--- src/rtl/rdlvl_initiator_if.sv ---
// DFI read-training signals between the controller-side sequencer (master) and the PHY (slave).
interface rdlvl_initiator_if #(
  parameter int IOG_DQS_LANES = 9
);
  // Handshake: a phase enable with its cs_n low is the request. It stays high until every
  // required lane has shown dfi_rdlvl_resp for at least one cycle. resp is sampled every
  // cycle, and rd_training_error is only meaningful on cycles where that lane's resp is high.
  logic                     dfi_rdlvl_gate_en;
  logic                     dfi_rdlvl_en;
  logic                     dfi_rdlvl_cs_0_n;
  logic                     dfi_rdlvl_cs_1_n;
  logic                     dfi_rddata_en_p0;
  logic                     dfi_rddata_en_p1;
  logic                     dfi_rddata_en_p2;
  logic                     dfi_rddata_en_p3;
  logic [IOG_DQS_LANES-1:0] dfi_rdlvl_resp;
  logic [IOG_DQS_LANES-1:0] rd_training_error;

  modport master (
    output dfi_rdlvl_gate_en, dfi_rdlvl_en, dfi_rdlvl_cs_0_n, dfi_rdlvl_cs_1_n,
    output dfi_rddata_en_p0, dfi_rddata_en_p1, dfi_rddata_en_p2, dfi_rddata_en_p3,
    input  dfi_rdlvl_resp, rd_training_error
  );

  modport slave (
    input  dfi_rdlvl_gate_en, dfi_rdlvl_en, dfi_rdlvl_cs_0_n, dfi_rdlvl_cs_1_n,
    input  dfi_rddata_en_p0, dfi_rddata_en_p1, dfi_rddata_en_p2, dfi_rddata_en_p3,
    output dfi_rdlvl_resp, rd_training_error
  );
endinterface

--- src/rtl/rdlvl_initiator.sv ---
// Sequences DFI gate training then read-eye levelling for one rank, issuing periodic
// training reads and collecting per-lane responses and errors.
module rdlvl_initiator #(
  parameter int          IOG_DQS_LANES = 9,
  parameter logic [31:0] LANE_MASK     = 32'h1FF,
  parameter int          RD_GAP        = 8,
  parameter logic [15:0] TIMEOUT       = 16'hFFFF,
  parameter int          SETTLE        = 4
) (
  input  logic                     SCLK,
  input  logic                     reset,
  input  logic                     start,
  input  logic                     rank_sel,
  input  logic                     skip_gate,
  rdlvl_initiator_if.master        dfi,
  output logic                     busy,
  output logic                     done,
  output logic                     fail,
  output logic                     timeout_err,
  output logic [IOG_DQS_LANES-1:0] fail_lanes,
  output logic [15:0]              read_count,
  output logic [2:0]               state_dbg
);

  typedef enum logic [2:0] {
    IDLE         = 3'd0,
    GATE         = 3'd1,
    GATE_SETTLE  = 3'd2,
    RDLVL        = 3'd3,
    RDLVL_SETTLE = 3'd4,
    DONE         = 3'd5
  } state_t;

  localparam logic [IOG_DQS_LANES-1:0] MASK        = LANE_MASK[IOG_DQS_LANES-1:0];
  localparam logic [7:0]               GAP_LOAD    = 8'(RD_GAP - 1);
  localparam logic [7:0]               SETTLE_LOAD = 8'(SETTLE - 1);
  localparam logic [15:0]              TMO_LAST    = TIMEOUT - 16'd1;

  state_t                   state;
  logic                     rank_q;
  logic [IOG_DQS_LANES-1:0] resp_seen;
  logic [7:0]               gap_cnt;
  logic [7:0]               settle_cnt;
  logic [15:0]              phase_timer;

  logic [IOG_DQS_LANES-1:0] seen_nx;
  logic [IOG_DQS_LANES-1:0] fl_nx;
  logic                     phase_done;
  logic [15:0]              rc_inc;

  // Include this cycle's responses so the enable drops on the cycle right after the last resp.
  assign seen_nx    = resp_seen | dfi.dfi_rdlvl_resp;
  assign fl_nx      = fail_lanes | (dfi.dfi_rdlvl_resp & dfi.rd_training_error);
  assign phase_done = ((seen_nx & MASK) == MASK);
  assign rc_inc     = (read_count == 16'hFFFF) ? read_count : read_count + 16'd1;
  assign state_dbg  = state;

  always_ff @(posedge SCLK or posedge reset) begin
    if (reset) begin
      state                 <= IDLE;
      rank_q                <= 1'b0;
      resp_seen             <= '0;
      gap_cnt               <= '0;
      settle_cnt            <= '0;
      phase_timer           <= '0;
      dfi.dfi_rdlvl_gate_en <= 1'b0;
      dfi.dfi_rdlvl_en      <= 1'b0;
      dfi.dfi_rdlvl_cs_0_n  <= 1'b1;
      dfi.dfi_rdlvl_cs_1_n  <= 1'b1;
      dfi.dfi_rddata_en_p0  <= 1'b0;
      dfi.dfi_rddata_en_p1  <= 1'b0;
      dfi.dfi_rddata_en_p2  <= 1'b0;
      dfi.dfi_rddata_en_p3  <= 1'b0;
      busy                  <= 1'b0;
      done                  <= 1'b0;
      fail                  <= 1'b0;
      timeout_err           <= 1'b0;
      fail_lanes            <= '0;
      read_count            <= '0;
    end else begin
      dfi.dfi_rddata_en_p0 <= 1'b0;
      dfi.dfi_rddata_en_p1 <= 1'b0;
      dfi.dfi_rddata_en_p2 <= 1'b0;
      dfi.dfi_rddata_en_p3 <= 1'b0;

      case (state)
        IDLE, DONE: begin
          if (start) begin
            rank_q               <= rank_sel;
            busy                 <= 1'b1;
            done                 <= 1'b0;
            fail                 <= 1'b0;
            timeout_err          <= 1'b0;
            fail_lanes           <= '0;
            read_count           <= '0;
            resp_seen            <= '0;
            gap_cnt              <= GAP_LOAD;
            phase_timer          <= '0;
            dfi.dfi_rdlvl_cs_0_n <= rank_sel;
            dfi.dfi_rdlvl_cs_1_n <= !rank_sel;
            if (skip_gate) begin
              dfi.dfi_rdlvl_en <= 1'b1;
              state            <= RDLVL;
            end else begin
              dfi.dfi_rdlvl_gate_en <= 1'b1;
              state                 <= GATE;
            end
          end
        end

        GATE, RDLVL: begin
          resp_seen   <= seen_nx;
          fail_lanes  <= fl_nx;
          phase_timer <= phase_timer + 16'd1;
          if (phase_done) begin
            dfi.dfi_rdlvl_gate_en <= 1'b0;
            dfi.dfi_rdlvl_en      <= 1'b0;
            dfi.dfi_rdlvl_cs_0_n  <= 1'b1;
            dfi.dfi_rdlvl_cs_1_n  <= 1'b1;
            settle_cnt            <= SETTLE_LOAD;
            state                 <= (state == GATE) ? GATE_SETTLE : RDLVL_SETTLE;
          end else if (phase_timer == TMO_LAST) begin
            // Timeout skips settle and reports straight away.
            dfi.dfi_rdlvl_gate_en <= 1'b0;
            dfi.dfi_rdlvl_en      <= 1'b0;
            dfi.dfi_rdlvl_cs_0_n  <= 1'b1;
            dfi.dfi_rdlvl_cs_1_n  <= 1'b1;
            timeout_err           <= 1'b1;
            fail                  <= 1'b1;
            done                  <= 1'b1;
            busy                  <= 1'b0;
            state                 <= DONE;
          end else if (gap_cnt == 8'd0) begin
            dfi.dfi_rddata_en_p0 <= 1'b1;
            dfi.dfi_rddata_en_p1 <= 1'b1;
            dfi.dfi_rddata_en_p2 <= 1'b1;
            dfi.dfi_rddata_en_p3 <= 1'b1;
            gap_cnt              <= GAP_LOAD;
            read_count           <= rc_inc;
          end else begin
            gap_cnt <= gap_cnt - 8'd1;
          end
        end

        GATE_SETTLE: begin
          fail_lanes <= fl_nx;
          if (settle_cnt != 8'd0) begin
            settle_cnt <= settle_cnt - 8'd1;
          end else if (|(fl_nx & MASK)) begin
            fail  <= 1'b1;
            done  <= 1'b1;
            busy  <= 1'b0;
            state <= DONE;
          end else begin
            resp_seen            <= '0;
            gap_cnt              <= GAP_LOAD;
            phase_timer          <= '0;
            dfi.dfi_rdlvl_en     <= 1'b1;
            dfi.dfi_rdlvl_cs_0_n <= rank_q;
            dfi.dfi_rdlvl_cs_1_n <= !rank_q;
            state                <= RDLVL;
          end
        end

        RDLVL_SETTLE: begin
          fail_lanes <= fl_nx;
          if (settle_cnt != 8'd0) begin
            settle_cnt <= settle_cnt - 8'd1;
          end else begin
            fail  <= |(fl_nx & MASK);
            done  <= 1'b1;
            busy  <= 1'b0;
            state <= DONE;
          end
        end

        default: state <= IDLE;
      endcase
    end
  end

endmodule

--- src/flat_wrapper.sv ---
// flat-port wrapper written by rule: the top's interface ports become plain ports
module rdlvl_initiator_flat 
#(
  parameter int          IOG_DQS_LANES = 9,
  parameter logic [31:0] LANE_MASK     = 32'h1FF,
  parameter int          RD_GAP        = 8,
  parameter logic [15:0] TIMEOUT       = 16'hFFFF,
  parameter int          SETTLE        = 4
)
  (SCLK, reset, start, rank_sel, skip_gate, busy, done, fail, timeout_err, fail_lanes, read_count, state_dbg, dfi_dfi_rdlvl_gate_en, dfi_dfi_rdlvl_en, dfi_dfi_rdlvl_cs_0_n, dfi_dfi_rdlvl_cs_1_n, dfi_dfi_rddata_en_p0, dfi_dfi_rddata_en_p1, dfi_dfi_rddata_en_p2, dfi_dfi_rddata_en_p3, dfi_dfi_rdlvl_resp, dfi_rd_training_error);
  rdlvl_initiator_if #(.IOG_DQS_LANES(IOG_DQS_LANES)) dfi_i ();
  input  logic SCLK;
  input  logic reset;
  input  logic start;
  input  logic rank_sel;
  input  logic skip_gate;
  output logic busy;
  output logic done;
  output logic fail;
  output logic timeout_err;
  output logic [IOG_DQS_LANES-1:0] fail_lanes;
  output logic [15:0] read_count;
  output logic [2:0] state_dbg;
  output wire logic [$bits(dfi_i.dfi_rdlvl_gate_en)-1:0] dfi_dfi_rdlvl_gate_en;
  output wire logic [$bits(dfi_i.dfi_rdlvl_en)-1:0] dfi_dfi_rdlvl_en;
  output wire logic [$bits(dfi_i.dfi_rdlvl_cs_0_n)-1:0] dfi_dfi_rdlvl_cs_0_n;
  output wire logic [$bits(dfi_i.dfi_rdlvl_cs_1_n)-1:0] dfi_dfi_rdlvl_cs_1_n;
  output wire logic [$bits(dfi_i.dfi_rddata_en_p0)-1:0] dfi_dfi_rddata_en_p0;
  output wire logic [$bits(dfi_i.dfi_rddata_en_p1)-1:0] dfi_dfi_rddata_en_p1;
  output wire logic [$bits(dfi_i.dfi_rddata_en_p2)-1:0] dfi_dfi_rddata_en_p2;
  output wire logic [$bits(dfi_i.dfi_rddata_en_p3)-1:0] dfi_dfi_rddata_en_p3;
  input wire logic [$bits(dfi_i.dfi_rdlvl_resp)-1:0] dfi_dfi_rdlvl_resp;
  input wire logic [$bits(dfi_i.rd_training_error)-1:0] dfi_rd_training_error;
  assign dfi_dfi_rdlvl_gate_en = dfi_i.dfi_rdlvl_gate_en;
  assign dfi_dfi_rdlvl_en = dfi_i.dfi_rdlvl_en;
  assign dfi_dfi_rdlvl_cs_0_n = dfi_i.dfi_rdlvl_cs_0_n;
  assign dfi_dfi_rdlvl_cs_1_n = dfi_i.dfi_rdlvl_cs_1_n;
  assign dfi_dfi_rddata_en_p0 = dfi_i.dfi_rddata_en_p0;
  assign dfi_dfi_rddata_en_p1 = dfi_i.dfi_rddata_en_p1;
  assign dfi_dfi_rddata_en_p2 = dfi_i.dfi_rddata_en_p2;
  assign dfi_dfi_rddata_en_p3 = dfi_i.dfi_rddata_en_p3;
  assign dfi_i.dfi_rdlvl_resp = dfi_dfi_rdlvl_resp;
  assign dfi_i.rd_training_error = dfi_rd_training_error;
  rdlvl_initiator #(.IOG_DQS_LANES(IOG_DQS_LANES), .LANE_MASK(LANE_MASK), .RD_GAP(RD_GAP), .TIMEOUT(TIMEOUT), .SETTLE(SETTLE)) u_core (.SCLK(SCLK), .reset(reset), .start(start), .rank_sel(rank_sel), .skip_gate(skip_gate), .dfi(dfi_i), .busy(busy), .done(done), .fail(fail), .timeout_err(timeout_err), .fail_lanes(fail_lanes), .read_count(read_count), .state_dbg(state_dbg));
endmodule
--- config.mk ---
export PLATFORM = sky130hd
export DESIGN_NAME = rdlvl_initiator_flat
export DESIGN_NICKNAME = d
export VERILOG_FILES = /design/src/rtl/rdlvl_initiator_if.sv /design/src/rtl/rdlvl_initiator.sv /design/src/flat_wrapper.sv
export SDC_FILE = /design/constraint.sdc
export NUM_CORES = 1
export LEC_CHECK = 0
export ABC_AREA = 0
export CORE_AREA = 4 4 132 134
export CTS_BUF_LIST = sky130_fd_sc_hd__clkbuf_8
export DETAILED_ROUTE_END_ITERATION = 8
export DIE_AREA = 0 0 136 138
export GPL_ROUTABILITY_DRIVEN = 0
export PLACE_DENSITY = 0.55
export SLEW_MARGIN = 25
export SYNTH_ARGS = -nofsm -noshare
export SYNTH_HDL_FRONTEND = slang
export SYNTH_SLANG_ARGS = --single-unit
export TNS_END_PERCENT = 20
--- constraint.sdc ---
create_clock -name SCLK -period 6.7 [get_ports SCLK]
set_clock_uncertainty 0.05 [all_clocks]
set_input_delay 1.34 -clock SCLK [delete_from_list [all_inputs] [get_ports SCLK]]
set_output_delay 1.34 -clock SCLK [all_outputs]
set_load 0.1 [all_outputs]
==> results of run 1 <==
worst max-delay path by stage:
stage                               start                          end  cells past startpoint  slack [ns]
floorplan                           reset                  u_core.busy                      1        3.29
global placement    dfi_dfi_rdlvl_resp[2]  u_core.dfi.dfi_rdlvl_cs_1_n                      8        2.79
global route          u_core.state_dbg[1]                 state_dbg[1]                      1        2.88
detailed placement  dfi_dfi_rdlvl_resp[7]  u_core.dfi.dfi_rdlvl_cs_1_n                      8        2.81
finish                u_core.state_dbg[1]                 state_dbg[1]                      1        2.94
CTS                   u_core.state_dbg[1]                 state_dbg[1]                      1        2.93
cell families after synthesis:
| logic type | Yosys count | synth area share |
|---|---|---|
| buf+inv | 42 | 0.0423 |
| fa+ha+maj | 7 | 0.0210 |
| simple gates | 180 | 0.214 |
| mux | 7 | 0.0180 |
| compound gates | 136 | 0.214 |
| xor+xnor | 8 | 0.0168 |
| flops | 79 | 0.474 |
power groups by stage:
stage	Sequential, mW	Clock [mW]	Combinational [mW]
2_1_floorplan	1.27	0	0.619
3_3_place_gp	0.804	0	1.43
3_5_place_dp	0.807	0	1.45
4_1_cts	0.802	0.382	1.45
5_1_grt	0.832	0.400	1.55
6_report	0.804	0.365	1.44
layout make-up:
cell class,count,area share
well taps,220,0.0530
repair buffers,65,0.125
inverters,20,0.0147
flip-flops and latches,79,0.381
multi-input cells,338,0.389
clock inverters,3,0.00843
clock buffers,11,0.0291
synthesized netlist by cell type, types with 4 or more instances:
cell type and number:
nor3_1 11, nand3_1 18, ha_1 7, and3_1 14, a211o_1 4, a221o_1 4, mux2_2 4, o22ai_1 9
nand4_1 12, clkbuf_1 16, or3_1 4, xor2_1 5, nand2b_1 4, a21oi_1 36, nor4_1 5, o21ai_0 35
nor2_1 50, a22o_1 12, nand2_1 44, inv_1 20, dfrtp_1 77, nor3b_1 4, a21o_1 4, a31oi_1 13
metrics by stage:
| stage | hold WS (ns) | cell area (um^2) |
|---|---|---|
| CTS | 0.434 | 5190 |
| floorplan | 0.415 | 4180 |
| finish | 0.427 | 5190 |
| detailed placement | 0.417 | 5000 |
| global route | 0.460 | 5190 |
| global placement | 0.409 | 5000 |
cells in the final DEF, fill, tap and decap left out, types with 5 or more instances in the layout:
master and count:
dfrtp_1 77, clkdlybuf4s50_1 62, nor2_1 50, nand2_1 44, a21oi_1 36, o21ai_0 35
inv_1 19, nand3_1 18, and3_1 14, a31oi_1 13, nand4_1 12, a22o_1 12
nor3_1 11, clkbuf_8 11, o22ai_1 9, ha_1 7, nor4_1 5, xor2_1 5
state kept, by name (all words and copies together), names as in the netlist:
signal / flops
u_core.dfi.dfi_rdlvl_en: 1
u_core.timeout_err: 1
u_core.state_dbg: 3
u_core.resp_seen: 9
u_core.rank_q: 1
u_core.gap_cnt: 8
u_core.phase_timer: 16
u_core.busy: 1
u_core.fail: 1
u_core.dfi.dfi_rddata_en_p0: 1
u_core.dfi.dfi_rdlvl_gate_en: 1
u_core.fail_lanes: 9
u_core.dfi.dfi_rdlvl_cs_0_n: 1
u_core.read_count: 16
u_core.settle_cnt: 8
u_core.dfi.dfi_rdlvl_cs_1_n: 1
u_core.done: 1
per-layer routing:
metal,up-vias,share of wire,track usage
li1,1783,-,-
met1,1819,0.46,0.176
met2,100,0.48,0.195
met3,12,0.046,0.0323
met4,0,0.014,0.0430
met5,-,0,0
==> impl_results.md, run 1 <==
* Crit path capture type: output pin
* Antenna violations before repair at 0
* Synth unique cells at 53
* Area of the multi-input gates at 0.00202 mm^2
* Synthesis-stage register bit count at 79
* CTS H-tree depth at 3
* Cell Int Power at 1.23 mW
* Required @ worst endpoint at 5.31 ns
* Initial drt markers at 239
* Via count at 3,714
* Pin count of the biggest net entering global routing at 80
* Layout cells sized above 1 at 0.0678
* Mean Syn Cell Area at 9.10 um^2
* Reg2reg path depth at 6
* CP startpoint kind: register
* Cell family with most CP delay: buffers and inverters
* Critical Path AT at 2.37 ns
* DRC at 0
* Worst-path clk slew at 0.08 ns
* Dpl cells at 722
* Post-CTS sizing at 0
* First-pass GRT wire length at 19,300 um
* Final WL at 11,500 um
* Number of buffer and inverter stages on the critical path at 1
* Ant diodes at 0
* HP Start: u_core.dfi.dfi_rdlvl_cs_0_n
* Total GRT Usage at 0.128
* Total power at 2.61 mW
* Hold path endpoint: u_core.dfi.dfi_rdlvl_cs_0_n
* Filler instances at 1,666
* Type of the worst setup path: register to output pin
* Antenna viol nets, final at 0
* Later-pin clock latency in the skew report at 0.37 ns
* Final setup vio count at 0
* Clock buffer depth at 2
* Synth warnings at 0
* Syn Nets at 489
* Post-place setup slack at 2.81 ns
* Synth Flop Type: dfrtp_1
* Seq/Total Area, Yosys at 0.474
* CTS Hold Bufs at 0
* I/O Pins at 63
* Worst-Margin Slew at 1.00 ns
* Endpoints failing hold at 0
* Top cell type's share of synthesized area at 0.461
* Vias per cell at 5.05
* CP Max Fanout at 20
* Largest stage delay, worst path at 1.25 ns
* Starting Density at 0.256
* Core area at 0.0163 mm^2
* CP max-delay cell: clkdlybuf4s50_1
* Post-layout util at 0.319
* Clk pwr share at 0.140
* Clock period minus worst slack at 3.76 ns
* Synth-to-Final Area Change at 24.4%
* CTS tree: done
* Drt wl/cell at 15.6 um
* Asr flop ratio synth at 1.00
* Worst path cell trace: clkdlybuf4s50_1
* Die area at 0.0188 mm^2
* Crit share post-route at 0.561
* Switch Pwr at 1.38 mW
* Final Max Tran Viols at 0
* R2R Setup Slk at 3.48 ns
* Total congestion overflow at 0
* Ranking of synthesized cells by area: dfrtp_1 46%, nor2_1 4.5%, a21oi_1 4.3%, o21ai_0 4.2%, nand2_1 4.0%
* Num CTS Buffers at 9
* Switching part of the total at 0.529
* Clock Root Buffer: clkbuf_8
* Mapped Cells at 459
* FF-to-FF Start: u_core.state_dbg[2]
* Max_slew headroom at 0.328
* Max cap viols at 0
* HP Class: register to register
* FF+latch area at 0.00198 mm^2
* Pwr Density at 503 mW/mm^2
* Final WS setup at 2.94 ns
* Min-Delay Path Depth at 2
* Setup TNS at 0 ns
* Highest clock rate at 266 MHz
* Setup bufs post-CTS at 0
* Rows at 47
* DRT Pass-1 Iters at 5
* Status: complete, no violations
* Die Span Y at 138 um
* Net count, final at 543
* Number of synthesized flops with an enable pin at 0
* Synth Cell Area at 0.00418 mm^2
* Seq pwr share at 0.308
* Peak VDD IR at 0.298 mV
* Gate power share at 0.552
* PortBufs at 62
* Detailed placement HPWL at 8010 um
* Die Span X at 136 um
* Non-filler cells in the finished layout at 736
* Clk sinks at 79
* P_leak at 2.19 nW
* Vias in the first global route at 3,675
* RSZ-0062 raised after global routing: false
* Area leader, netlist: dfrtp_1
* Terminus of the critical flop-to-flop path: u_core.read_count[13]
(Power assumes the default switching activity.)
==> inputs of run 2 (changes only) <==
clock period = 3.5 ns   (was 6.7 ns; I/O delays follow)
==> impl_results.md, run 2 (synthesized netlist as in run 1, its figures left out) <==
* Pwr Density at 960 mW/mm^2 (was 503 mW/mm^2)
* Pin count of the biggest net entering global routing at 45 (was 80)
* Terminus of the critical flop-to-flop path: u_core.read_count[9] (was u_core.read_count[13])
* Largest stage delay, worst path at 0.46 ns (was 1.25 ns)
* Highest clock rate at 357 MHz
* Hold path endpoint: u_core.dfi.dfi_rdlvl_cs_0_n (unchanged)
* FF-to-FF Start: u_core.gap_cnt[3] (was u_core.state_dbg[2])
* Worst-Margin Slew at 0.830 ns (was 1.00 ns)
* Peak VDD IR at 0.680 mV (was 0.298 mV)
* Total power at 4.98 mW (was 2.61 mW)
* Number of buffer and inverter stages on the critical path at 2 (was 1)
* Clock Root Buffer: clkbuf_8 (unchanged)
* Vias per cell at 4.98 (was 5.05)
* Die Span Y at 138 um (unchanged)
* CP startpoint kind: primary input (was register)
* PortBufs at 62 (unchanged)
* Final setup vio count at 0 (unchanged)
* Required @ worst endpoint at 3.71 ns (was 5.31 ns)
* Core area at 0.0163 mm^2 (unchanged)
* Type of the worst setup path: primary input to register (was register to output pin)
* Ant diodes at 0 (unchanged)
* First-pass GRT wire length at 19,000 um (was 19,300 um)
* Final Max Tran Viols at 0 (unchanged)
* Crit path capture type: register (was output pin)
* Antenna viol nets, final at 0 (unchanged)
* CP Depth at 8 (was 1)
* RSZ-0062 raised after global routing: false (unchanged)
* P_leak at 2.29 nW (was 2.19 nW)
* Antenna violations before repair at 0 (unchanged)
* Rows at 47 (unchanged)
* Clk sinks at 79 (unchanged)
* I/O Pins at 63 (unchanged)
* Worst-path clk slew at 0.09 ns (was 0.08 ns)
* CP max-delay cell: clkdlybuf4s50_1 (unchanged)
* Starting Density at 0.256 (unchanged)
* DRT Pass-1 Iters at 4 (was 5)
* Total GRT Usage at 0.125 (was 0.128)
* Endpoints failing hold at 0 (unchanged)
* Cell family with most CP delay: compound AO/OA/AOI/OAI gates (was buffers and inverters)
* Net count, final at 552 (was 543)
* Max cap viols at 0 (unchanged)
* R2R Setup Slk at 0.72 ns (was 3.48 ns)
* Worst path cell trace: clkdlybuf4s50_1 > a21oi_1 > nand4_1 > o41ai_1 > a22oi_1 > buf_4 > nand2b_1 > a22o_1 (was clkdlybuf4s50_1)
* Num CTS Buffers at 9 (unchanged)
* Layout cells sized above 1 at 0.163 (was 0.0678)
* CP Max Fanout at 18 (was 20)
* DRC at 0 (unchanged)
* Dpl cells at 731 (was 722)
* Post-place setup slack at 0.285 ns (was 2.81 ns)
* Crit share post-route at 0.801
* Commonest non-fill, non-tap cells in the layout: 77 x dfrtp_1, 51 x buf_4, 50 x nor2_1 (was 77 x dfrtp_1, 62 x clkdlybuf4s50_1, 50 x nor2_1)
* Most common cell after layout, fill and taps aside: dfrtp_1 (unchanged)
* Critical Path AT at 3.02 ns (was 2.37 ns)
* Max_slew headroom at 0.442 (was 0.328)
* Drt wl/cell at 14.9 um (was 15.6 um)
* Total congestion overflow at 0 (unchanged)
* CTS H-tree depth at 3 (unchanged)
* Setup bufs post-CTS at 0 (unchanged)
* CTS tree: done (unchanged)
* Clock buffer depth at 2 (unchanged)
* Min-Delay Path Depth at 2 (unchanged)
* Vias in the first global route at 3,651 (was 3,675)
* Die area at 0.0188 mm^2 (unchanged)
* Die Span X at 136 um (unchanged)
* Initial drt markers at 207 (was 239)
* Via count at 3,722 (was 3,714)
* Placed inst area at 0.00498 mm^2 (was 0.00500 mm^2)
* Setup TNS at 0 ns (unchanged)
* CTS Hold Bufs at 0 (unchanged)
* Final WS setup at 0.697 ns (was 2.94 ns)
* HP Start: u_core.dfi.dfi_rdlvl_cs_0_n (unchanged)
* Synth-to-Final Area Change at 24.1% (was 24.4%)
* Post-CTS sizing at 0 (unchanged)
* Top flop regs: u_core.phase_timer (16), u_core.read_count (16) (unchanged)
* Reg2reg path depth at 6 (unchanged)
* Status: complete, no violations (unchanged)
* Final Instance Area at 0.00518 mm^2 (was 0.00519 mm^2)
* Later-pin clock latency in the skew report at 0.37 ns (about the same)
* HP Class: register to register (unchanged)
* Final WL at 11,100 um (was 11,500 um)
* Detailed placement HPWL at 8180 um (was 8010 um)
* Non-filler cells in the finished layout at 747 (was 736)
* Clock period minus worst slack at 2.80 ns
-- run 2: metal layers --
metal,wire length [um],part of all wire,GRT usage,vias up
met1,5120,0.46,0.170,1839
met5,0,0,0,-
met2,5420,0.49,0.192,76
met4,90,0.0081,0.0324,0
li1,-,-,-,1803
met3,521,0.047,0.0385,4
-- run 2: worst reg2reg max path: cells and delay by family, from the launching register on --
family	cells	cell delay, ns
AO/OA/AOI/OAI	4	1.04
flip-flops	1	0.44
AND/OR/NAND/NOR	2	1.17
-- run 2: report_power, final --
group	leakage (nW)	total, mW	switching (mW)	internal (mW)
logic	1.20	2.73	1.96	0.777
clock network	0.103	0.714	0.361	0.353
registers	0.990	1.53	0.323	1.21
total	2.29	4.98	2.64	2.34
-- run 2: metrics by stage --
step	hold WS, ns	util
final	0.427	0.318
after global routing	0.451	0.318
after CTS	0.427	0.318
after detailed placement	0.408	0.305
after global placement	0.412	0.305
after floorplan	0.415	-
-- run 2: worst max path at each step --
stage | start | end | slack [ns]
2_1_floorplan | u_core.read_count[0] | u_core.read_count[7] | 0.42
3_3_place_gp | dfi_dfi_rdlvl_resp[2] | u_core.resp_seen[8] | 0.24
3_5_place_dp | dfi_dfi_rdlvl_resp[2] | u_core.resp_seen[2] | 0.29
4_1_cts | u_core.gap_cnt[3] | u_core.read_count[4] | 0.68
5_1_grt | u_core.gap_cnt[3] | u_core.read_count[9] | 0.44
6_report | dfi_dfi_rdlvl_resp[2] | u_core.resp_seen[5] | 0.70
-- run 2: cell type report --
class / count / area [um^2]
inverter: 20 / 76.3
clock buffer: 10 / 138
multi-input combinational: 338 / 2020
fill: 1690 / 11100
clock inverter: 6 / 68.8
timing repair buffer: 74 / 623
sequential: 79 / 1980
tap: 220 / 275
